## config.mk

```make
export PLATFORM = sky130hd
export DESIGN_NAME = output_result_drain
export DESIGN_NICKNAME = d
export VERILOG_FILES = /design/src/rtl/output_result_drain.sv
export SDC_FILE = /design/constraint.sdc
export NUM_CORES = 1
export LEC_CHECK = 0
export CORE_MARGIN = 1
export CORE_UTILIZATION = 50
export DETAILED_ROUTE_END_ITERATION = 8
export HOLD_SLACK_MARGIN = 0.15
export PLACE_DENSITY = 0.77
export SLEW_MARGIN = 40
export SYNTH_ARGS = -nofsm -noshare
export SYNTH_HDL_FRONTEND = slang
export SYNTH_SLANG_ARGS = --single-unit
```

## constraint.sdc

```tcl
create_clock -name clock -period 4.11 [get_ports clock]
set_clock_uncertainty 0.1 [all_clocks]
set_input_delay 0.6165 -clock clock [delete_from_list [all_inputs] [get_ports clock]]
set_output_delay 0.6165 -clock clock [all_outputs]
set_load 0.005 [all_outputs]
```

## src/rtl/output_result_drain.sv

```systemverilog
// ---------------------------------------------------------------------------
// output_result_drain
//
// Collects completed bottom-kernel-row sums from the convolution datapath,
// discards the beats that fall in the kernel's left/top halo, tags the
// remaining results with their output (row, col) position and queues them
// in a small FIFO for a valid/ready downstream consumer.
//
// Parameters
//   DEPTH       output FIFO entries (power of two, >= 2)
//   INPUT_ROWS  input rows per frame (>= 2)
//
// Legacy geometry macros (defaults supplied below if not set by the build):
//   `OUT_BIN_LEN, `INPUT_WIDTH, `INPUT_WIDTH_LOG, `KERNEL_WIDTH, `KERNEL_HEIGHT
//
// Optional feature macro:
//   OUT_DRAIN_RELU_EN  when defined, in_val is two's complement and negative
//                      values are queued as zero; otherwise queued unmodified.
//
// Ports
//   clock        sole clock, all state on posedge
//   reset        synchronous, active-high; clears counters, FIFO, flags
//   enable       in_val / width_index valid this cycle
//   in_val       completed bottom-kernel-row sum for the current column
//   width_index  current input column
//   out_valid    FIFO head holds a result
//   out_ready    downstream accepts the head this cycle
//   out_val      head result value (0 while the FIFO is empty)
//   out_col      output column of head
//   out_row      output row of head
//   frame_done   one-cycle pulse after the last column of the last row
//   overflow     sticky; a result was dropped because the FIFO was full
// ---------------------------------------------------------------------------

`ifndef OUT_BIN_LEN
`define OUT_BIN_LEN 16
`endif
`ifndef INPUT_WIDTH
`define INPUT_WIDTH 8
`endif
`ifndef INPUT_WIDTH_LOG
`define INPUT_WIDTH_LOG 3
`endif
`ifndef KERNEL_WIDTH
`define KERNEL_WIDTH 3
`endif
`ifndef KERNEL_HEIGHT
`define KERNEL_HEIGHT 3
`endif

module output_result_drain #(
  parameter int DEPTH      = 8,
  parameter int INPUT_ROWS = 16
) (
  input  logic                            clock,
  input  logic                            reset,
  input  logic                            enable,
  input  logic [`OUT_BIN_LEN-1:0]         in_val,
  input  logic [`INPUT_WIDTH_LOG-1:0]     width_index,
  output logic                            out_valid,
  input  logic                            out_ready,
  output logic [`OUT_BIN_LEN-1:0]         out_val,
  output logic [`INPUT_WIDTH_LOG-1:0]     out_col,
  output logic [$clog2(INPUT_ROWS)-1:0]   out_row,
  output logic                            frame_done,
  output logic                            overflow
);

  localparam int VAL_W  = `OUT_BIN_LEN;
  localparam int IDX_W  = `INPUT_WIDTH_LOG;
  localparam int ROW_W  = $clog2(INPUT_ROWS);
  localparam int ADDR_W = $clog2(DEPTH);
  localparam int PTR_W  = ADDR_W + 1;
  // One extra bit so an index of exactly the column limit is still
  // representable and the range test stays meaningful at any geometry.
  localparam int IDX_EXT_W = IDX_W + 1;

  localparam logic [IDX_EXT_W-1:0] LAST_COL_EXT  = IDX_EXT_W'(`INPUT_WIDTH - 1);
  localparam logic [IDX_EXT_W-1:0] FIRST_OUT_EXT = IDX_EXT_W'(`KERNEL_WIDTH - 1);
  localparam logic [IDX_W-1:0]     COL_OFFSET    = IDX_W'(`KERNEL_WIDTH - 1);
  localparam logic [ROW_W-1:0]     LAST_ROW      = ROW_W'(INPUT_ROWS - 1);
  localparam logic [ROW_W-1:0]     ROW_OFFSET    = ROW_W'(`KERNEL_HEIGHT - 1);
  localparam logic [ROW_W-1:0]     ROW_ONE       = ROW_W'(1);
  localparam logic [PTR_W-1:0]     PTR_ONE       = PTR_W'(1);

  typedef struct packed {
    logic [VAL_W-1:0] val;
    logic [IDX_W-1:0] col;
    logic [ROW_W-1:0] row;
  } entry_t;

  // ---------------------------------------------------------------------
  // Input beat classification
  // ---------------------------------------------------------------------
  logic [IDX_EXT_W-1:0] col_ext;
  logic                 col_beat;
  logic                 row_end;
  logic                 in_halo_free;
  logic                 want_push;
  logic [ROW_W-1:0]     in_row;
  logic [VAL_W-1:0]     push_val;
  entry_t               push_entry;

  always_comb begin
    col_ext      = {1'b0, width_index};
    col_beat     = enable && (col_ext <= LAST_COL_EXT);
    row_end      = col_beat && (col_ext == LAST_COL_EXT);
    in_halo_free = (col_ext >= FIRST_OUT_EXT) && (in_row >= ROW_OFFSET);
    want_push    = col_beat && in_halo_free;
  end

`ifdef OUT_DRAIN_RELU_EN
  always_comb begin
    push_val = in_val[VAL_W-1] ? '0 : in_val;
  end
`else
  always_comb begin
    push_val = in_val;
  end
`endif

  always_comb begin
    push_entry.val = push_val;
    push_entry.col = width_index - COL_OFFSET;
    push_entry.row = in_row - ROW_OFFSET;
  end

  // ---------------------------------------------------------------------
  // Row counter and end-of-frame pulse
  // ---------------------------------------------------------------------
  always_ff @(posedge clock) begin
    if (reset) begin
      in_row     <= '0;
      frame_done <= 1'b0;
    end else begin
      frame_done <= row_end && (in_row == LAST_ROW);
      if (row_end) begin
        in_row <= (in_row == LAST_ROW) ? '0 : in_row + ROW_ONE;
      end
    end
  end

  // ---------------------------------------------------------------------
  // FIFO: pointers carry a wrap bit so full and empty are distinct when
  // the address bits match.
  // ---------------------------------------------------------------------
  entry_t           mem [DEPTH];
  logic [PTR_W-1:0] wr_ptr;
  logic [PTR_W-1:0] rd_ptr;
  logic             fifo_empty;
  logic             fifo_full;
  logic             pop;
  logic             do_push;
  logic             drop;
  entry_t           head;

  always_comb begin
    fifo_empty = (wr_ptr == rd_ptr);
    fifo_full  = (wr_ptr[ADDR_W] != rd_ptr[ADDR_W]) &&
                 (wr_ptr[ADDR_W-1:0] == rd_ptr[ADDR_W-1:0]);
    pop        = !fifo_empty && out_ready;
    // A full FIFO still takes the push when the head leaves the same cycle;
    // the write lands in the slot being vacated.
    do_push    = want_push && (!fifo_full || pop);
    drop       = want_push && fifo_full && !pop;
  end

  always_ff @(posedge clock) begin
    if (reset) begin
      wr_ptr   <= '0;
      rd_ptr   <= '0;
      overflow <= 1'b0;
    end else begin
      if (do_push) begin
        wr_ptr <= wr_ptr + PTR_ONE;
      end
      if (pop) begin
        rd_ptr <= rd_ptr + PTR_ONE;
      end
      if (drop) begin
        overflow <= 1'b1;
      end
    end
  end

  // Storage needs no reset: nothing is visible until a push has written it.
  always_ff @(posedge clock) begin
    if (!reset && do_push) begin
      mem[wr_ptr[ADDR_W-1:0]] <= push_entry;
    end
  end

  // ---------------------------------------------------------------------
  // Head presentation; fields forced to zero while empty so that stale
  // storage never reaches the outputs after reset.
  // ---------------------------------------------------------------------
  always_comb begin
    head      = mem[rd_ptr[ADDR_W-1:0]];
    out_valid = !fifo_empty;
    out_val   = out_valid ? head.val : '0;
    out_col   = out_valid ? head.col : '0;
    out_row   = out_valid ? head.row : '0;
  end

endmodule

```

# Yosys cells after proc, flatten, opt, wreduce, memory -nomap -nowiden
# Memories as Yosys holds them, arrays and structs flattened. A register that Yosys moved wholly into a read port is not among the register bits.
# Index checks and enable logic that the tools add are counted.
[classes]
n_addsub = 5
order_cmp = 2
eq_ne = 5
n_mux = 8
n_reduce_logical = 15
[ops]
columns = ["op", "count"]
rows = [
  ["$mux 16", 1],
  ["$add 4x1->4 const B", 3],
  ["$logic_and 1x1->1", 10],
  ["$mux 3", 3],
  ["$mux 4", 2],
  ["$eq 4x4->1", 1],
  ["$eq 4x4->1 const B", 1],
  ["$ge 4x2->1 const B", 1],
  ["$logic_not 1->1", 4],
  ["$sub 4x2->4 const B", 1],
  ["$eq 3x3->1", 1],
  ["$eq 3x3->1 const B", 1],
  ["$ge 3x2->1 const B", 1],
  ["$sub 3x2->3 const B", 1],
  ["$mux 1", 2],
  ["$logic_or 1x1->1", 1],
  ["$ne 1x1->1", 1],
]
[word_totals]
ff_bits = 14
mem_bits_rw = 184
inputBits = 23
out_inout_bits = 26
word_cells = 41
mem_count = 1
[mem_list]
columns = ["name", "words", "width", "rd", "rd_clocked_by_memory_dff", "write_ports", "line", "text"]
rows = [
  ["mem", 8, 23, 1, 1, 1, "147", "entry_t mem [DEPTH];"],
]

# Logic depth before layout (Yosys ltp)
[logic_depth]
ltp_word = 8
mapped_depth = 6
mapped_depth_nobuf = 6

# Least setup slack after synthesis
# Ideal clock, no wire load.
[synth_timing]
path_type = "in2reg"
from = "input width_index[0]"
to = "memory mem[0][0] (netlist bit), enable pin"
setup_ns = 0.461
arrival_ns = 3.648
required_ns = 3.549
slack_ns = -0.099
path_stages = 4
path_cell_list = "or3b_1 -> a21oi_2 -> o21ai_2 -> nor4_1"
[synth_between]
elab_chain_cells = 7
[synth_lines]
columns = ["element", "line", "text"]
rows = [
  ["start: declaration", "59", "input logic [`INPUT_WIDTH_LOG-1:0] width_index,"],
  ["$ge 3x2->1", "108", "in_halo_free = (col_ext >= FIRST_OUT_EXT) && (in_row >= ROW_OFFSET);"],
  ["$logic_and 1x1->1", "108", ""],
  ["$logic_and 1x1->1", "109", "want_push = col_beat && in_halo_free;"],
  ["$logic_and 1x1->1", "164", "do_push = want_push && (!fifo_full || pop);"],
  ["$logic_and 1x1->1", "188", "if (!reset && do_push) begin"],
  ["$mux 1", "188", ""],
  ["$mux 1 (not written as such)", "189", "mem[wr_ptr[ADDR_W-1:0]] <= push_entry;"],
  ["end: declaration", "147", ""],
]
# Every way passes these cells.

==> results by group <==
Floorplanning
  • Die H: 128 um
  • Die Width: around 130 um
  • Die area: 16400 um^2
  • Core Region: roughly 15000 um^2
  • Effective utilization at floorplan: between 50% and 60%
  • Ports: 49
  • FP Rows: 45

Detailed routing
  • Routed Antenna Nets: 0
  • DR DRC count: 0
  • Post-DR wirelength/cell: around 20 um
  • Vias/cell: 5.64
  • Final WL: 14200 um
  • DR vias: 3894
  • Iteration-0 DRC Markers: 244
  • Drt pass-1 iters: 4

Timing
  • Post-layout min period: about 3.4 ns
  • RSZ-0062 raised after global routing: false
  • Final setup vio count: 0
  • Final worst-path cycle share: between 80% and 90%
  • FMAX: 0.297 GHz
  • Setup TNS: 0 ns
  • Least-Margin Pin Slew: 0.872 ns
  • Final worst slack: 0.742 ns
  • Final Hold Viols: 0
  • Slew Limit Fails: 0
  • Worst slew margin: 41.8%

Min path
  • Hold-critical path depth: 2
  • Worst Hold Endpoint: overflow$_SDFFE_PP0P_
  • Hold Crit Class: flop to flop
  • Hold path startpoint: overflow$_SDFFE_PP0P_

Clocking
  • CTS Hold Buffers Added: 0
  • Longest Clk Path Bufs: 3
  • H-tree Lvls: 1
  • Clk sinks: 201
  • Postcts setup bufs: 0
  • Cts repair resizes: 0
  • Clock slew at the register clock pins of the worst setup and hold paths: 0.06 ns
  • TritonCTS clock tree: built
  • CTS Buf Count: 21
  • CTS root buffer: clkbuf_16
  • Clock Latency Late Sink: 0.48 ns

Flow run
  • MaxCap Viol Count: 0

Worst setup path
  • R2r startpoint: wr_ptr[1]$_SDFFE_PP0P_
  • Stages on the worst setup path: 5
  • Slowest cell on crit path: dfxtp_2
  • Crit path cell chain: buf_12 -> mux4_2 -> mux2i_1 -> nor2_1 -> clkdlybuf4s50_1
  • CP arrival: 2.65 ns
  • CP bufs+invs: 2
  • Setup crit end kind: output port
  • FF-to-FF End: mem[4][3]$_DFFE_PP_
  • CP delay by family, top: flip-flops
  • CP max FO: 24
  • Max incr delay on CP: 0.77 ns
  • Kind of critical path: flop to output port
  • Flop2flop setup slack: roughly 1.7 ns
  • WP data required: 3.39 ns
  • Worst Reg-to-Reg Cells: 5
  • Startpoint Class: flop

Synthesis
  • Post-synth top area cell: edfxtp_1
  • Synth area leaders: edfxtp_1 (70%), mux4_2 (13%), dfxtp_1 (4.3%), mux2i_1 (3.3%), nor2_1 (1.6%)
  • Synth Warn #: 0
  • Post-Syn Nets: 430
  • Synthesized area: 7950 um^2
  • Top-area cell type share of the netlist area: 69.5%
  • Seq/Total Area, Yosys: 73.8%
  • Synthesis-stage register bit count: 201
  • Count of cell types in the netlist: between 40 and 50
  • Post-Syn Instances: 400
  • Mapped Avg Cell Area: 19.9 um^2

Place
  • Port bufs: 48
  • Hpwl dp: 8280 um
  • Final Wtd Congestion: 0.822
  • Placement Setup Slack: between 0.7 and 0.8 ns

Final layout
  • Commonest cells after routing, fill and taps aside: edfxtp_1 (184), clkdlybuf4s50_1 (48), mux4_2 (46)
  • Diode count: 0
  • Nets@finish: 496
  • Final core utilization: 61.0%
  • Most common cell after layout, fill and taps aside: edfxtp_1
  • Syn-to-layout area delta: 17.9%
  • Proportion of layout cells with a drive suffix above 1: 21.9%

Global route
  • Largest net degree at the start of global routing: 47
  • Global route overflow: 0
  • GRT Overall Usage: 18.4%
  • First-pass GRT wire length: 22500 um
  • Vias in the first global route: 4263
  • Initial antenna violation count: 0

Pwr
  • Maximum vdd drop: 0.269 mV
  • Leak pwr: 2.92 nW
  • Pwr Total: slightly above 4 mW
  • Power density over the cells: 439 nW/um^2

Status
  • Status: finished, final reports clean
==> cells in the mapped netlist (all sizes together) <==
master and n:
a211oi 1, a21boi 1, a21oi 3, a22o 1
a311oi 1, a31oi 2, and3 2, and4 1
buf 9, clkbuf 10, dfxtp 17, edfxtp 184
ha 7, inv 9, mux2 3, mux2i 26
mux4 46, nand2 2, nand2b 6, nand3 2
nand4 1, nor2 35, nor2b 4, nor3 8
nor4 2, o211a 2, o21ai 2, o41ai 2
or2 1, or3 2, or3b 1, xnor2 1
xor2 6
==> flip-flops by register name, summed over array words and instances (netlist names), named ones only <==
name        count
mem           184
in_row          4
rd_ptr          4
wr_ptr          4
frame_done      1
overflow        1
==> how the worst max path moves through the flow <==
stage	slack (ns)	from	end
after floorplan	-0.1	width_index[0]	mem[0][0]$_DFFE_PP_
after global placement	0.98	width_index[0]	mem[4][15]$_DFFE_PP_
after detailed placement	0.77	width_index[0]	mem[4][16]$_DFFE_PP_
after CTS	0.73	wr_ptr[1]$_SDFFE_PP0P_	out_val[3]
after global routing	0.54	wr_ptr[1]$_SDFFE_PP0P_	out_col[1]
final	0.74	flop	out_col[1]
==> power breakdown <==
group / internal (mW) / switching, mW / total, mW
Sequential: 2.23 / 0.00660 / 2.24
Combinational: 0.111 / 0.100 / 0.211
Clock: 0.952 / 0.709 / 1.66
==> worst register-to-register path, delay by kind of cell (launching register included) <==
family	cells	cell delay, ns
flip-flops	1	0.52
AND/OR/NAND/NOR	2	0.52
buffers and inverters	1	0.43
XOR/XNOR	1	0.35
AO/OA/AOI/OAI	1	0.15
==> layer usage <==
| metal | global-route usage [%] | up-vias | wire [um] |
|---|---|---|---|
| met3 | 3.09 | 33 | 676 |
| met2 | 30.9 | 107 | 7020 |
| met4 | 7.27 | 0 | 422 |
| met5 | 0 | - | 0 |
| li1 | - | 1732 | - |
| met1 | 24.2 | 2022 | 6100 |
==> per-stage QoR <==
step           std cells  hold WS (ns)  area [um^2]
5_1_grt              691         0.424         9370
4_1_cts              691         0.404         9370
3_5_place_dp         654         0.381         8770
6_report             691         0.401         9370
3_3_place_gp         654         0.385         8770
2_1_floorplan        400         0.361         7950
==> cells by family (layout without fill, tap and decap cells) <==
logic type                 Yosys count  count (layout)  share of synthesized area, %
DFF                                201             201                          73.8
muxes                               75              75                          16.8
and+or+nand+nor                     67              67                          4.11
buffers and inverters               28             108                          1.57
AOI/OAI and AO/OA                   15              15                          1.73
adders and majority gates            7               7                          1.10
xor gates and xnor gates             7               7                         0.866
==> final cells by class <==
| class | count | area (um^2) |
|---|---|---|
| fill | 1095 | 6000 |
| sequential | 201 | 5870 |
| multi-input combinational | 171 | 2000 |
| timing repair buffer | 62 | 611 |
| clock buffer | 32 | 567 |
| tap | 211 | 264 |
| inverter | 9 | 33.8 |
| clock inverter | 5 | 30.0 |
No activity file was read; power rests on OpenSTA's default activity.
